**src/rtl/rect_compositor.sv**
```systemverilog
// rtl/rect_compositor.sv - three-layer rectangle colour compositor with per-frame bound latching
// Two strobe-qualified stages: hit test on shadow bounds, then priority colour select with sync delay.
module rect_compositor #(
  parameter logic [11:0] BG_COLOR = 12'h000,
  parameter logic [11:0] COLOR_A  = 12'hF00,
  parameter logic [11:0] COLOR_B  = 12'h0F0,
  parameter logic [11:0] COLOR_C  = 12'h00F
) (
  input  logic        i_clk,
  input  logic        i_rst,
  input  logic        i_pix_stb,
  input  logic [9:0]  i_x,
  input  logic [8:0]  i_y,
  input  logic        i_active,
  input  logic        i_hs,
  input  logic        i_vs,
  input  logic        i_animate,
  input  logic [11:0] i_a_x1,
  input  logic [11:0] i_a_x2,
  input  logic [11:0] i_a_y1,
  input  logic [11:0] i_a_y2,
  input  logic [11:0] i_b_x1,
  input  logic [11:0] i_b_x2,
  input  logic [11:0] i_b_y1,
  input  logic [11:0] i_b_y2,
  input  logic [11:0] i_c_x1,
  input  logic [11:0] i_c_x2,
  input  logic [11:0] i_c_y1,
  input  logic [11:0] i_c_y2,
  output logic [3:0]  o_r,
  output logic [3:0]  o_g,
  output logic [3:0]  o_b,
  output logic        o_hs,
  output logic        o_vs
);

  localparam int NB = 12;

  // Bound slots per rectangle in order x1, x2, y1, y2; A at 0, B at 4, C at 8.
  logic [11:0] bnd_in [NB];
  logic [11:0] bnd_q  [NB];
  logic [11:0] bnd_d  [NB];

  logic [11:0] x_ext, y_ext;
  logic [2:0]  hit_c;
  logic [2:0]  hit_q, hit_d;
  logic        act_q, act_d;
  logic        hs1_q, hs1_d;
  logic        vs1_q, vs1_d;
  logic [11:0] rgb_q, rgb_d;
  logic        hs_q, hs_d;
  logic        vs_q, vs_d;

  assign x_ext = {2'b00, i_x};
  assign y_ext = {3'b000, i_y};

  always_comb begin
    bnd_in[0]  = i_a_x1;
    bnd_in[1]  = i_a_x2;
    bnd_in[2]  = i_a_y1;
    bnd_in[3]  = i_a_y2;
    bnd_in[4]  = i_b_x1;
    bnd_in[5]  = i_b_x2;
    bnd_in[6]  = i_b_y1;
    bnd_in[7]  = i_b_y2;
    bnd_in[8]  = i_c_x1;
    bnd_in[9]  = i_c_x2;
    bnd_in[10] = i_c_y1;
    bnd_in[11] = i_c_y2;
  end

  // Strict inequalities make degenerate and one-wide boxes empty for free.
  function automatic logic in_box(input logic [11:0] x, input logic [11:0] y,
                                  input logic [11:0] x1, input logic [11:0] x2,
                                  input logic [11:0] y1, input logic [11:0] y2);
    return (x > x1) && (x < x2) && (y > y1) && (y < y2);
  endfunction

  always_comb begin
    hit_c[0] = in_box(x_ext, y_ext, bnd_q[0], bnd_q[1], bnd_q[2],  bnd_q[3]);
    hit_c[1] = in_box(x_ext, y_ext, bnd_q[4], bnd_q[5], bnd_q[6],  bnd_q[7]);
    hit_c[2] = in_box(x_ext, y_ext, bnd_q[8], bnd_q[9], bnd_q[10], bnd_q[11]);
  end

  always_comb begin
    bnd_d = bnd_q;
    hit_d = hit_q;
    act_d = act_q;
    hs1_d = hs1_q;
    vs1_d = vs1_q;
    rgb_d = rgb_q;
    hs_d  = hs_q;
    vs_d  = vs_q;
    if (i_pix_stb) begin
      // The hit test above still sees the old bounds on a load edge.
      if (i_animate) begin
        bnd_d = bnd_in;
      end
      hit_d = hit_c;
      act_d = i_active;
      hs1_d = i_hs;
      vs1_d = i_vs;
      if (!act_q) begin
        rgb_d = 12'h000;
      end else if (hit_q[0]) begin
        rgb_d = COLOR_A;
      end else if (hit_q[1]) begin
        rgb_d = COLOR_B;
      end else if (hit_q[2]) begin
        rgb_d = COLOR_C;
      end else begin
        rgb_d = BG_COLOR;
      end
      hs_d = hs1_q;
      vs_d = vs1_q;
    end
  end

  always_ff @(posedge i_clk) begin
    if (!i_rst) begin
      bnd_q <= '{default: 12'h000};
      hit_q <= 3'b000;
      act_q <= 1'b0;
      hs1_q <= 1'b1;
      vs1_q <= 1'b1;
      rgb_q <= 12'h000;
      hs_q  <= 1'b1;
      vs_q  <= 1'b1;
    end else begin
      bnd_q <= bnd_d;
      hit_q <= hit_d;
      act_q <= act_d;
      hs1_q <= hs1_d;
      vs1_q <= vs1_d;
      rgb_q <= rgb_d;
      hs_q  <= hs_d;
      vs_q  <= vs_d;
    end
  end

  assign o_r  = rgb_q[11:8];
  assign o_g  = rgb_q[7:4];
  assign o_b  = rgb_q[3:0];
  assign o_hs = hs_q;
  assign o_vs = vs_q;

endmodule

```
**config.mk**
```make
export PLATFORM = sky130hd
export DESIGN_NAME = rect_compositor
export DESIGN_NICKNAME = d
export VERILOG_FILES = /design/src/rtl/rect_compositor.sv
export SDC_FILE = /design/constraint.sdc
export NUM_CORES = 1
export LEC_CHECK = 0
export BUFFER_PORTS_ARGS = -buffer_cell sky130_fd_sc_hd__buf_4
export CORE_ASPECT_RATIO = 1.25
export CORE_MARGIN = 8
export CORE_UTILIZATION = 55
export CTS_CLUSTER_DIAMETER = 100
export CTS_CLUSTER_SIZE = 16
export DETAILED_ROUTE_END_ITERATION = 12
export GPL_TIMING_DRIVEN = 1
export PLACE_DENSITY = 0.81
export SYNTH_ARGS = -nofsm -noshare
export SYNTH_HDL_FRONTEND = slang
export SYNTH_SLANG_ARGS = --single-unit
```
**constraint.sdc**
```tcl
create_clock -name i_clk -period 2.4 [get_ports i_clk]
set_clock_uncertainty 0.15 [all_clocks]
set_input_delay 0.48 -clock i_clk [delete_from_list [all_inputs] [get_ports i_clk]]
set_output_delay 0.48 -clock i_clk [all_outputs]
set_load 0.01 [all_outputs]
```
After elaboration in Yosys (flattened, before gate mapping). Cells that the tools add are included.

Reduce and logical (&&, ||, !) cells: 10. Mux-type cells: 4. $lt $le $gt $ge: 12.

Operators with widths (number): 10-bit by 12-bit > comparator with 1-bit output (3); 9-bit by 12-bit > comparator with 1-bit output (3); 10-bit by 12-bit < comparator with 1-bit output (3); 9-bit by 12-bit < comparator with 1-bit output (3); 12-bit two-way mux (2); 1-bit logical AND (9); 8-bit two-way mux (1); 4-bit two-way mux (1); 2-bit AND reduction (1).

Register bits after elaboration: 164. Word-level logic and storage cells: 45. Bits of input ports: 170. Output and inout port bits: 14.

Depth between registers and ports, before layout.
Depth after elaboration: 4. Mapped depth: 8.

Worst setup path after synthesis. No wires, ideal clock.

Kind: input port to flip-flop. Start point: in i_x[2]. End point: reg hit_q[2]. Slack: 374 ps. Stages: 7. Arrival: 1780 ps. Data required time: 2154 ps. Buffers on the path: 0. Cells stage by stage: ha_1 > nand2_1 > a21oi_1 > a2111oi_0 > nor3_1 > o2111a_1 > o41ai_2.

Word-level cells in the longest chain between the ends: 4. Elaborated cells on any way between the ends: 5. Those cells by class: 2 x order compare; 3 x reduce/logical.

RTL lines: start, declared (line 12) `input logic [9:0] i_x,`; 10-bit by 12-bit > comparator with 1-bit output / 10-bit by 12-bit < comparator with 1-bit output (equally long branches) (line 76) `return (x > x1) && (x < x2) && (y > y1) && (y < y2);`; 1-bit logical AND (*) (3 in a row) (line 76); end signal, assigned (line 131) `hit_q <= hit_d;`; end, declared (line 46) `logic [2:0] hit_q, hit_d;`.

Mark *: on every way between the ends. The rest lies on a longest branch, timed or not. A chain may end at the register's enable or synchronous reset.

Worst setup path in the final report.
Start point: reg bnd_q[2] in the netlist's numbering. End point: reg hit_q[2].

Word-level cells in the longest chain between the ends: 2.

RTL lines: start, declared (line 41) `logic [11:0] bnd_q [NB];`; start signal, assigned (line 130) `bnd_q <= bnd_d;`; 9-bit by 12-bit < comparator with 1-bit output (line 76); 1-bit logical AND (line 76).

Every way passes these cells.

==> run_results.csv <==
group,metric,value,unit
worst_setup_path,crit_path_end_kind,"flop",
cts,cts_sinks,155,
cells_and_area,final_nets,1502,
global_route,overflow,0,
min_path,hp-class,"in -> reg",
synth,synth-edff-count,0,
timing,worstMarginPinSlew,0.608,ns
cts,numCtsBuffers,17,
timing,final-setup-viol-count,0,
worst_setup_path,timing_worst_setup_path_type,"reg -> reg",
global_route,grt_use_total,0.235,
worst_setup_path,critPathMaxFanout,2,
routing,drt_iter0_markers,455,
cells_and_area,stdcell_area,0.0107,mm2
routing,drtAntennaViolNets,0,
die,dieWidth,127,um
synth,synthArstFlopShare,0,
timing,clock.fmax,0.461,GHz
worst_setup_path,reg2reg_depth,8,
worst_setup_path,required,2.58,ns
cells_and_area,drive_above_1_share,0.193,
power_and_ir_drop,p_leak,4.42,nW
timing,hold_ws,0.123,ns
worst_setup_path,r2r-start,"bnd_q[2]",
synth,synth_nets,1342,
synth,ys.flop_type,"dfxtp_1",
cells_and_area,syn2layout_area_growth,25.9,%
cts,root_buffer,"clkbuf_16",
power_and_ir_drop,power-per-cell-area,607,mW/mm2
place,place.gp.congestion,0.887,
run,max-cap-violations,0,
worst_setup_path,cp-start-kind,"flop",
timing,hold_viol_final,0,
worst_setup_path,r2r-end,"hit_q[2]",
cells_and_area,antenna_cells,0,
synth,netlist.top_cell.by_area,"dfxtp_1",
outcome,status,"completed",
timing,layout_setup_ws,0.232,ns
cts,clock_path_buffers,2,
synth,synth_seq_cells,155,
routing,wl_per_cell,15.9,um
timing,fin_crit_sh,0.903,
timing,grt_setup_unrepaired,"no",
die,start_util,0.554,
routing,vias,7493,
die,fp.dieH,155,um
routing,drc,0,
synth,synthTopCellsByArea,"dfxtp_1 36%, ha_1 16%, nand2_1 14%",
timing,relSlewSlack,0.595,
cts,cts_tree,"built",
place,port_buffers,183,
synth,synth-seq-area-share,0.364,
synth,synth_area,0.00851,mm2
synth,synth_cell_type_count,42,
die,num_io_pins,184,
timing,maxSlewViolCount,0,
worst_setup_path,critPathLaunch,"bnd_q[2]",
die,dieArea,0.0197,mm2
synth,synth_common_cells,"310 x nand2_1, 155 x dfxtp_1, 146 x a21boi_0",
die,placementRows,51,
cts,cts.hold.buffers_added,0,
place,place_ws,-0.0118,ns
routing,first_pass_iters,6,
place,placed_cell_area,0.0101,mm2
cts,clk_pin_slew,0.06,ns
synth,synthMostInstantiatedCell,"nand2_1",
global_route,grt_max_degree,154,
place,hpwl,17.5,mm
synth,avgSynthCellArea,8.00,um2
global_route,antenna_found_initial,0,
synth,yosys.area.top_type_share,0.364,
cts,post_cts_buffers,0,
synth,yosys_warnings,0,
cts,postCtsResizedCells,0,
worst_setup_path,regToRegSetupSlack,0.23,ns
worst_setup_path,crit_end,"hit_q[2]",
synth,netlist_instances,1064,
power_and_ir_drop,ir_drop,0.000430,V
worst_setup_path,crit_arrival,2.35,ns
cts,clock_latency,0.43,ns
die,coreArea,0.0154,mm2
cts,cts_max_level,4,
global_route,grt_pass1_wl,37.0,mm
routing,vias_per_cell,5.17,
routing,postRouteWirelength,23.0,mm
global_route,grt_pass1_vias,7712,
timing,fin_crit,2.17,ns
-- state kept, by name, summed over array words and instances, names as in the netlist --
signal / cells
act_q: 1
bnd_q: 144
vs1_q: 1
o_hs: 1
hs1_q: 1
rgb_q: 3
o_vs: 1
hit_q: 3
-- critical path, cell delays in order (launching register included) --
cell and delay [ns]:
dfxtp_1 0.34, inv_1 0.04, ha_1 0.28, a211oi_1 0.23
a211oi_1 0.11, o311ai_0 0.33, buf_4 0.18, nand4_1 0.13
o41ai_2 0.29
-- through the flow --
| stage | cells | setup TNS [ns] | utilization | power, mW |
|---|---|---|---|---|
| after global placement | 1417 | 0 | 0.658 | 3.79 |
| after floorplan | 1064 | 0 | - | 3.35 |
| after detailed placement | 1417 | -0.0118 | 0.658 | 3.82 |
| final | 1449 | 0 | 0.697 | 6.50 |
| after CTS | 1449 | 0 | 0.697 | 6.54 |
| after global routing | 1449 | 0 | 0.697 | 6.77 |
-- report_power, final --
part,total (mW),switching [mW],internal [mW],leakage [nW]
sequential,2.75,0.0625,2.69,1.27
combinational,1.02,0.511,0.506,2.87
clock,2.73,1.11,1.62,0.286
total,6.50,1.68,4.82,4.42
-- routing by layer --
metal	GRT usage	routed length, um	up-vias
li1	-	-	3852
met1	0.253	9190	3425
met2	0.427	11900	176
met3	0.0545	1170	40
met4	0.107	671	0
met5	0	0	-
-- cells in the final DEF (no fill, tap or decap), drive strengths merged, types with 3 or more instances in the layout --
master    count
clkinvlp      4
nand2b        5
dfxtp       155
a211oi       14
a2111oi       5
clkbuf       20
o32a          3
o41ai         3
nor3          8
a21boi      146
o21ai        12
mux2i         5
buf         200
inv         112
nor2         20
nor2b         8
a21o          6
nand3        12
ha          108
a21oi        34
nand4        15
o211ai        5
o22ai         3
or4           3
nand2       311
-- how the worst min path moves through the flow --
stage	start	end	slack, ns	cells past startpoint
after floorplan	hit_q[2]	hit_q[2]	0.28	2
after global placement	bnd_q[118]	bnd_q[118]	0.30	2
after detailed placement	bnd_q[121]	bnd_q[121]	0.31	2
after CTS	i_vs	vs1_q	0.11	3
after global routing	i_vs	vs1_q	0.11	3
final	i_vs	vs1_q	0.12	3
-- cell type report --
class	instances	area [um2]
inverter	108	405
timing repair buffer	200	1600
clock buffer	20	467
tap	212	265
fill	1281	4660
sequential	155	3100
clock inverter	12	135
multi-input combinational	742	4740
-- kinds of logic (layout without fill, tap and decap cells) --
kind of cell               count (synthesis)  count (layout)  share of synthesized area
AOI/OAI and AO/OA                        239             239                      0.202
adders and majority gates                108             108                      0.159
buffers and inverters                    167             340                     0.0801
DFF                                      155             155                      0.364
muxes                                      5               5                    0.00588
and+or+nand+nor                          390             390                      0.188
(Power assumes the default switching activity.)
